$ cat src/rtl/sm83_dbg_pkg.sv
// Shared constants and types for the SM83 debug interface: host command opcodes,
// response codes and the controller state encoding.
package sm83_dbg_pkg;

    localparam logic [7:0] CMD_NOP  = 8'h00;
    localparam logic [7:0] CMD_HALT = 8'h01;
    localparam logic [7:0] CMD_RUN  = 8'h02;
    localparam logic [7:0] CMD_STEP = 8'h03;
    localparam logic [7:0] CMD_READ = 8'h04;
    localparam logic [7:0] CMD_EXEC = 8'h05;

    localparam logic [7:0] RSP_HALT = 8'h01;
    localparam logic [7:0] RSP_STEP = 8'h03;
    localparam logic [7:0] RSP_EXEC = 8'h05;

    localparam int READ_LEN = 9;
    localparam int FRAME_W  = 8 * READ_LEN;

    typedef enum logic [2:0] {
        ST_IDLE,
        ST_WAIT_HALT,
        ST_STEP_RUN,
        ST_EXEC_ARG,
        ST_SEND
    } state_t;

    // What to do at the next M-cycle boundary once in ST_WAIT_HALT.
    typedef enum logic [1:0] {
        MODE_HALT,
        MODE_RUN,
        MODE_STEP,
        MODE_EXEC
    } mode_t;

endpackage

$ cat src/rtl/sm83_dbg_if.sv
// Host byte link: rx and tx each carry a data byte plus a toggling sequence bit.
// Handshake: a byte is new while its seq differs from the peer's ack; the
// receiver consumes it by copying seq into ack, and the sender may only change
// data/seq again once ack equals seq.
interface sm83_dbg_if;
    logic [7:0] data_rx;
    logic       data_rx_valid;
    logic       data_rx_seq;
    logic       data_rx_ack;
    logic [7:0] data_tx;
    logic       data_tx_seq;
    logic       data_tx_ack;

    modport master (
        output data_rx, data_rx_valid, data_rx_seq, data_tx_ack,
        input  data_rx_ack, data_tx, data_tx_seq
    );

    modport slave (
        input  data_rx, data_rx_valid, data_rx_seq, data_tx_ack,
        output data_rx_ack, data_tx, data_tx_seq
    );
endinterface

$ cat src/rtl/sm83_dbg_tx.sv
// Response serializer: holds a READ frame or a single ack byte and hands bytes
// to the host one at a time, least significant byte of the buffer first.
module sm83_dbg_tx
    import sm83_dbg_pkg::*;
(
    input  logic               clk,
    input  logic               reset,
    input  logic               load_frame_i,
    input  logic [FRAME_W-1:0] frame_i,
    input  logic               load_one_i,
    input  logic [7:0]         one_i,
    input  logic               tx_ack_i,
    output logic [7:0]         data_tx_o,
    output logic               tx_seq_o,
    output logic               pending_o
);
    logic [FRAME_W-1:0] buf_q, buf_d;
    logic [3:0]         cnt_q, cnt_d;
    logic [7:0]         data_q, data_d;
    logic               seq_q, seq_d;

    always_comb begin
        buf_d  = buf_q;
        cnt_d  = cnt_q;
        data_d = data_q;
        seq_d  = seq_q;
        if (load_frame_i) begin
            buf_d = frame_i;
            cnt_d = 4'(READ_LEN);
        end else if (load_one_i) begin
            buf_d = {{(FRAME_W-8){1'b0}}, one_i};
            cnt_d = 4'd1;
        end else if (cnt_q != 4'd0 && tx_ack_i == seq_q) begin
            // Previous byte has been echoed back, so the next one may go out.
            data_d = buf_q[7:0];
            buf_d  = {8'h00, buf_q[FRAME_W-1:8]};
            cnt_d  = cnt_q - 4'd1;
            seq_d  = ~seq_q;
        end
    end

    always_ff @(posedge clk) begin
        if (!reset) begin
            buf_q  <= '0;
            cnt_q  <= 4'd0;
            data_q <= 8'h00;
            seq_q  <= 1'b0;
        end else begin
            buf_q  <= buf_d;
            cnt_q  <= cnt_d;
            data_q <= data_d;
            seq_q  <= seq_d;
        end
    end

    assign data_tx_o = data_q;
    assign tx_seq_o  = seq_q;
    assign pending_o = (cnt_q != 4'd0);

endmodule

$ cat src/rtl/sm83_dbg_ifc.sv
// SM83 debug controller: decodes host commands, halts/steps the CPU on M-cycle
// boundaries, injects EXEC opcodes onto the data bus and streams register snapshots.
module sm83_dbg_ifc
    import sm83_dbg_pkg::*;
(
    input  logic        clk,
    input  logic        reset,
    input  logic        ncyc,
    input  logic        phi,
    input  logic        p_rd,
    input  logic [15:0] adr,
    input  logic [15:0] pc,
    input  logic [15:0] wz,
    input  logic [15:0] sp,
    input  logic [3:0]  f,
    input  logic        ime,
    input  logic [7:0]  probe,
    sm83_dbg_if.slave   host,
    output logic [7:0]  data,
    output logic        drv,
    output logic        halt,
    output logic        no_inc,
    output state_t      dbg_state_o
);
    state_t     state_q, state_d;
    mode_t      mode_q, mode_d;
    logic       halt_q, halt_d;
    logic [7:0] data_q, data_d;
    logic       rx_ack_q, rx_ack_d;

    logic               rx_new;
    logic               load_frame, load_one;
    logic [7:0]         one_byte;
    logic               tx_pending;
    logic [FRAME_W-1:0] frame;

    // Phase clock and upper address byte are not needed by the controller.
    logic unused_in;
    assign unused_in = ^{phi, adr[15:8]};

    assign rx_new = host.data_rx_valid && (host.data_rx_seq != rx_ack_q);
    assign frame  = {adr[7:0], probe, f, 3'b000, ime, wz, sp, pc};

    always_comb begin
        state_d    = state_q;
        mode_d     = mode_q;
        halt_d     = halt_q;
        data_d     = data_q;
        rx_ack_d   = rx_ack_q;
        load_frame = 1'b0;
        load_one   = 1'b0;
        one_byte   = 8'h00;
        case (state_q)
            ST_IDLE: if (rx_new) begin
                rx_ack_d = host.data_rx_seq;
                case (host.data_rx)
                    CMD_NOP: ;
                    CMD_HALT: if (halt_q) begin
                        load_one = 1'b1;
                        one_byte = RSP_HALT;
                        state_d  = ST_SEND;
                    end else begin
                        mode_d  = MODE_HALT;
                        state_d = ST_WAIT_HALT;
                    end
                    CMD_RUN: begin
                        mode_d  = MODE_RUN;
                        state_d = ST_WAIT_HALT;
                    end
                    CMD_STEP: if (halt_q) begin
                        mode_d  = MODE_STEP;
                        state_d = ST_WAIT_HALT;
                    end
                    CMD_READ: begin
                        load_frame = 1'b1;
                        state_d    = ST_SEND;
                    end
                    CMD_EXEC: state_d = ST_EXEC_ARG;
                    default: ;
                endcase
            end
            // Halt cannot change while waiting for the operand, so halt_q still
            // reflects the state at the time the EXEC opcode arrived.
            ST_EXEC_ARG: if (rx_new) begin
                rx_ack_d = host.data_rx_seq;
                if (halt_q) begin
                    data_d  = host.data_rx;
                    mode_d  = MODE_EXEC;
                    state_d = ST_WAIT_HALT;
                end else begin
                    state_d = ST_IDLE;
                end
            end
            ST_WAIT_HALT: if (ncyc) begin
                case (mode_q)
                    MODE_HALT: begin
                        halt_d   = 1'b1;
                        load_one = 1'b1;
                        one_byte = RSP_HALT;
                        state_d  = ST_SEND;
                    end
                    MODE_RUN: begin
                        halt_d  = 1'b0;
                        state_d = ST_IDLE;
                    end
                    default: begin
                        halt_d  = 1'b0;
                        state_d = ST_STEP_RUN;
                    end
                endcase
            end
            ST_STEP_RUN: if (ncyc) begin
                halt_d   = 1'b1;
                load_one = 1'b1;
                one_byte = (mode_q == MODE_EXEC) ? RSP_EXEC : RSP_STEP;
                state_d  = ST_SEND;
            end
            ST_SEND: if (!tx_pending) state_d = ST_IDLE;
            default: state_d = ST_IDLE;
        endcase
    end

    always_ff @(posedge clk) begin
        if (!reset) begin
            state_q  <= ST_IDLE;
            mode_q   <= MODE_HALT;
            halt_q   <= 1'b0;
            data_q   <= 8'h00;
            rx_ack_q <= 1'b0;
        end else begin
            state_q  <= state_d;
            mode_q   <= mode_d;
            halt_q   <= halt_d;
            data_q   <= data_d;
            rx_ack_q <= rx_ack_d;
        end
    end

    sm83_dbg_tx u_tx (
        .clk          (clk),
        .reset        (reset),
        .load_frame_i (load_frame),
        .frame_i      (frame),
        .load_one_i   (load_one),
        .one_i        (one_byte),
        .tx_ack_i     (host.data_tx_ack),
        .data_tx_o    (host.data_tx),
        .tx_seq_o     (host.data_tx_seq),
        .pending_o    (tx_pending)
    );

    assign host.data_rx_ack = rx_ack_q;
    assign halt             = halt_q;
    assign data             = data_q;
    assign no_inc           = (state_q == ST_STEP_RUN) && (mode_q == MODE_EXEC);
    assign drv              = no_inc && p_rd;
    assign dbg_state_o      = state_q;

endmodule

$ cat src/flat_wrapper.sv
// flat-port wrapper written by rule: the top's interface ports become plain ports
module sm83_dbg_ifc_flat import sm83_dbg_pkg::*;
  (clk, reset, ncyc, phi, p_rd, adr, pc, wz, sp, f, ime, probe, data, drv, halt, no_inc, dbg_state_o, host_data_rx, host_data_rx_valid, host_data_rx_seq, host_data_tx_ack, host_data_rx_ack, host_data_tx, host_data_tx_seq);
  sm83_dbg_if host_i ();
  input  logic clk;
  input  logic reset;
  input  logic ncyc;
  input  logic phi;
  input  logic p_rd;
  input  logic [15:0] adr;
  input  logic [15:0] pc;
  input  logic [15:0] wz;
  input  logic [15:0] sp;
  input  logic [3:0] f;
  input  logic ime;
  input  logic [7:0] probe;
  output logic [7:0] data;
  output logic drv;
  output logic halt;
  output logic no_inc;
  output state_t dbg_state_o;
  input wire logic [$bits(host_i.data_rx)-1:0] host_data_rx;
  input wire logic [$bits(host_i.data_rx_valid)-1:0] host_data_rx_valid;
  input wire logic [$bits(host_i.data_rx_seq)-1:0] host_data_rx_seq;
  input wire logic [$bits(host_i.data_tx_ack)-1:0] host_data_tx_ack;
  output wire logic [$bits(host_i.data_rx_ack)-1:0] host_data_rx_ack;
  output wire logic [$bits(host_i.data_tx)-1:0] host_data_tx;
  output wire logic [$bits(host_i.data_tx_seq)-1:0] host_data_tx_seq;
  assign host_i.data_rx = host_data_rx;
  assign host_i.data_rx_valid = host_data_rx_valid;
  assign host_i.data_rx_seq = host_data_rx_seq;
  assign host_i.data_tx_ack = host_data_tx_ack;
  assign host_data_rx_ack = host_i.data_rx_ack;
  assign host_data_tx = host_i.data_tx;
  assign host_data_tx_seq = host_i.data_tx_seq;
  sm83_dbg_ifc u_core (.clk(clk), .reset(reset), .ncyc(ncyc), .phi(phi), .p_rd(p_rd), .adr(adr), .pc(pc), .wz(wz), .sp(sp), .f(f), .ime(ime), .probe(probe), .host(host_i), .data(data), .drv(drv), .halt(halt), .no_inc(no_inc), .dbg_state_o(dbg_state_o));
endmodule
$ cat config.mk
export PLATFORM = sky130hd
export DESIGN_NAME = sm83_dbg_ifc_flat
export DESIGN_NICKNAME = d
export VERILOG_FILES = /design/src/rtl/sm83_dbg_pkg.sv /design/src/rtl/sm83_dbg_if.sv /design/src/rtl/sm83_dbg_tx.sv /design/src/rtl/sm83_dbg_ifc.sv /design/src/flat_wrapper.sv
export SDC_FILE = /design/constraint.sdc
export NUM_CORES = 1
export LEC_CHECK = 0
export ABC_AREA = 1
export CAP_MARGIN = 20
export CORE_AREA = 4 4 117 108
export CTS_CLUSTER_DIAMETER = 150
export DETAILED_ROUTE_END_ITERATION = 10
export DIE_AREA = 0 0 121 112
export PLACE_DENSITY = 0.72
export SLEW_MARGIN = 0
export SYNTH_ARGS = -nofsm -noshare
export SYNTH_HDL_FRONTEND = slang
export SYNTH_SLANG_ARGS = --single-unit
$ cat constraint.sdc
create_clock -name clk -period 2 [get_ports clk]
set_input_delay 0.3 -clock clk [delete_from_list [all_inputs] [get_ports clk]]
set_output_delay 0.3 -clock clk [all_outputs]
set_load 0.05 [all_outputs]
==> run summary <==
Number of ports placed on the die boundary: 117. The tools report the count of unresolved DRC violations after routing as 0. The logs give 2 for the maximum buffer depth of the clock tree and 100 for the count of clock tree sinks.

The tool flagged a number of max-cap violations equal to 0. The max-slew violation count was 0. The data required time of the worst path was 1.70 ns; the post-detailed-route via-to-cell ratio was 5.29. The worst-case headroom to the max-slew limit came out at 0.652. The worst register-to-register path has a depth of 8. The post-route minimum period was 1.91 ns.

The final hold slack is 0.393 ns, and the top achievable clock speed is 525 MHz. The tightest min-delay check is of the primary input to flop type. The hold buffer count at cts was 0. The total CTS buffers is 9, and the share of final-layout standard cells stronger than drive strength 1 is 0.107. The die span in x came out at 121 um. Setup repair after global routing could not meet its margin everywhere. In this run the critical register-to-register path is captured at u_core.u_tx.buf_q[26]. The count of nets left with antenna violations once routing finished came out at 0. From synthesis to final layout, the design area changed by 35.3%. Row generation in the floorplan step produced 37 rows. Traced cell by cell, the critical path runs through clkdlybuf4s50_1. The total number of cells along the worst setup path was 1; the slack of the worst reg-to-reg path was 0.19 ns.

The run gives 809 as the total nets after synthesis. The setup violation total in the final timing report is 0. After layout, the design draws a total of 6.85 mW.

The number of endpoints with negative hold slack in the final report was 0. After detailed routing, the average wire length per cell comes to 14.1 um. met2 is the most crowded layer. The clock-pin transition on the worst setup and hold timing paths is 0.07 ns. The actual slew at the worst max-slew pin was 0.521 ns; the register bit count reported by yosys was 100. Setup slack after placement: -0.203 ns. Counting instances, the worst hold path has a depth of 3.

The run gives 0.399 as the sequential element share of the synthesized area. For this block, the via count after detailed routing is 5,206. Dominant delay contributor by cell family on the critical path: buffers and inverters. Initial antenna violation count: 0.

0 antenna diodes ended up in the layout. The mean cell area of the mapped netlist is 7.01 sq um, and the leftover overflow at the end of global routing is 0. On the worst path, the slowest cell contributes a delay of 0.84 ns. First-pass iteration count of the detailed router: 5.

The maximum number of pins on one net before global-route repair was 64; the share of the clock period used by the worst path after layout was 0.953. The run gives 6460 sq um as the cell area after placement. The met3 global-route usage came out at 0.0549. STA classifies the critical path startpoint as a flop. The worst voltage drop across the vdd grid was 475 uV; the vertical die dimension was 112 um. The level count of the clock H-tree came out at 3.

In this run the worst path has a maximum fanout of 5. For the overall routed net length, the log shows 13,900 um. The startpoint of the lowest-slack hold path is reset. The tools report the total of warnings raised by yosys as 0. The tools report the number of cells in the design after placement as 969. The first routing iteration left 432 violations.

The effective utilization at floorplan was 0.442. The area of the core was 11,300 sq um. Total die area: 13,600 sq um. In this run the cell area of the synthesized design comes to 5010 sq um. In this run, distinct cell masters in the synthesized netlist total 29. The run gives 0.00555 ns as the setup skew after layout. Synthesis handed over a netlist of 715 instances.

For the worst setup slack after layout, the log shows 0.0945 ns. The tools report the total global-route track usage as 0.206. The worst setup path is of the flop to output pin kind. The run gives 0.34 ns as the clock latency on the worst-skew pair. The flow ran to the end, and the final reports show no timing, DRC or antenna violations. Power spread over the standard cell area amounts to 1010 nW/um^2. The logs give 0.270 for the met1 track demand over resource and 23,400 um for the wire length of the first global-routing pass. Leaving out filler cells and counting taps, the final layout contains 985. Launching point of the worst reg2reg path: u_core.u_tx.cnt_q[0].

Quantity of I/O buffers inserted on ports: 107. The kind of end point of the critical path is an output pin. Routability-driven placement finished with a final weighted congestion of 0.887. Data arrives at the worst endpoint at 1.61 ns. The met2 global-route usage came out at 0.334.

The via count of the first global-routing pass is 5,107, and the static leakage is 2.80 nW. The tree is rooted in a sky130_fd_sc_hd__clkbuf_16. TritonCTS built the clock tree. For hold timing, the worst endpoint is u_core.u_tx.tx_seq_o. Detailed placement finished with a half-perimeter wire length of 9790 um. The final net count is 918, and the sum of buffers and inverters on the critical path is 1. On the critical path, the stage with the largest delay is an instance of sky130_fd_sc_hd__clkdlybuf4s50_1. Once layout is done, the placed cells without fillers occupy 6780 sq um.
[metrics by stage]
stage                     setup TNS (ns)  utilization
after floorplan                        0            -
after global placement             -7.78        0.570
after detailed placement          -12.10        0.570
after CTS                              0        0.596
after global routing             -0.0355        0.598
final                                  0        0.598
[report_power, final]
| group | switching, mW | leakage, nW | internal [mW] |
|---|---|---|---|
| combinational | 1.41 | 1.84 | 1.16 |
| clock | 0.755 | 0.142 | 0.970 |
| sequential | 0.191 | 0.817 | 2.37 |
[timing repair]
item | CTS | global route
resized for setup | 0 | 6
setup buffers | 0 | 0
setup endpoints to repair | 0 | 72
[final cells by class]
cell class	instances	area, sq um
flip-flops and latches	100	2000
clock buffers	10	229
multi-input cells	531	2670
repair buffers	150	1500
clock inverters	6	65.1
inverters	32	120
fillers	1044	4560
well taps	156	195
[state kept, by name, summed over array words and instances, names as in the netlist]
| name | count |
|---|---|
| u_core.u_tx.buf_q | 72 |
| u_core.data | 8 |
| u_core.u_tx.data_tx_o | 8 |
| u_core.u_tx.cnt_q | 4 |
| u_core.dbg_state_o | 3 |
| u_core.mode_q | 2 |
| u_core.halt | 1 |
| u_core.host.data_rx_ack | 1 |
| u_core.u_tx.tx_seq_o | 1 |
[placed cells by master, fill, tap and decap left out, drive strengths merged]
cell           count
nor2             181
clkdlybuf4s50    103
dfxtp            100
nand2             94
o21ai             69
nand4             66
o21a              58
buf               46
inv               32
a21oi             30
nand3             25
clkbuf            10
clkinv             4
or2                3
nor3b              2
xnor2              1
o22ai              1
ha                 1
bufinv             1
clkinvlp           1
dlymetal6s2s       1
[layer usage]
metal  wire length, um  vias up
li1                  -     2622
met1              6260     2365
met2              6440      196
met3               954       23
met4               191        0
met5                 0        -
[how the worst max path moves through the flow]
stage	from	end	slack (ns)
5_1_grt	u_core.u_tx.cnt_q[0]	u_core.u_tx.cnt_q[2]	-0.01
4_1_cts	u_core.dbg_state_o[1]	dbg_state_o[1]	0.01
3_5_place_dp	host_data_rx[5]	u_core.u_tx.cnt_q[3]	-0.20
2_1_floorplan	u_core.dbg_state_o[0]	u_core.u_tx.buf_q[26]	0.07
6_report	u_core.dbg_state_o[0]	dbg_state_o[0]	0.09
3_3_place_gp	host_data_rx[5]	u_core.u_tx.buf_q[4]	-0.13
[cell families (layout without fill, tap and decap cells)]
family | count (synthesis) | after routing | share of synthesized area
AO/OA/AOI/OAI | 158 | 158 | 0.187
AND/OR/NAND/NOR | 371 | 371 | 0.335
flip-flops | 100 | 100 | 0.399
adder cells (fa/ha/maj) | 1 | 1 | 0.00250
buffers and inverters | 84 | 198 | 0.0741
XOR/XNOR | 1 | 1 | 0.00175
[Yosys cell counts]
cell	n	area [sq um]
sky130_fd_sc_hd__nor2_4	1	11.3
sky130_fd_sc_hd__o21a_1	58	435
sky130_fd_sc_hd__buf_2	15	75.1
sky130_fd_sc_hd__or2_2	1	6.26
sky130_fd_sc_hd__a21oi_1	30	150
sky130_fd_sc_hd__clkbuf_1	29	109
sky130_fd_sc_hd__buf_1	3	11.3
sky130_fd_sc_hd__nand2_1	91	342
sky130_fd_sc_hd__xnor2_1	1	8.76
sky130_fd_sc_hd__nand4_2	1	12.5
sky130_fd_sc_hd__nand2_2	2	12.5
sky130_fd_sc_hd__or2_0	1	6.26
sky130_fd_sc_hd__buf_6	5	56.3
sky130_fd_sc_hd__o22ai_1	1	6.26
sky130_fd_sc_hd__dfxtp_1	100	2000
sky130_fd_sc_hd__ha_1	1	12.5
sky130_fd_sc_hd__nand2_4	1	11.3
sky130_fd_sc_hd__nor2_1	177	664
sky130_fd_sc_hd__nand3_2	6	60.1
sky130_fd_sc_hd__or2_1	1	6.26
sky130_fd_sc_hd__inv_2	8	30.0
sky130_fd_sc_hd__inv_1	24	90.1
sky130_fd_sc_hd__nand3_4	1	17.5
sky130_fd_sc_hd__o21ai_0	58	290
sky130_fd_sc_hd__o21ai_1	11	55.1
sky130_fd_sc_hd__nand3_1	18	90.1
sky130_fd_sc_hd__nand4_1	65	407
sky130_fd_sc_hd__nor2_2	3	18.8
sky130_fd_sc_hd__nor3b_1	2	15.0
Note: power is estimated with default switching activity, not from simulation.
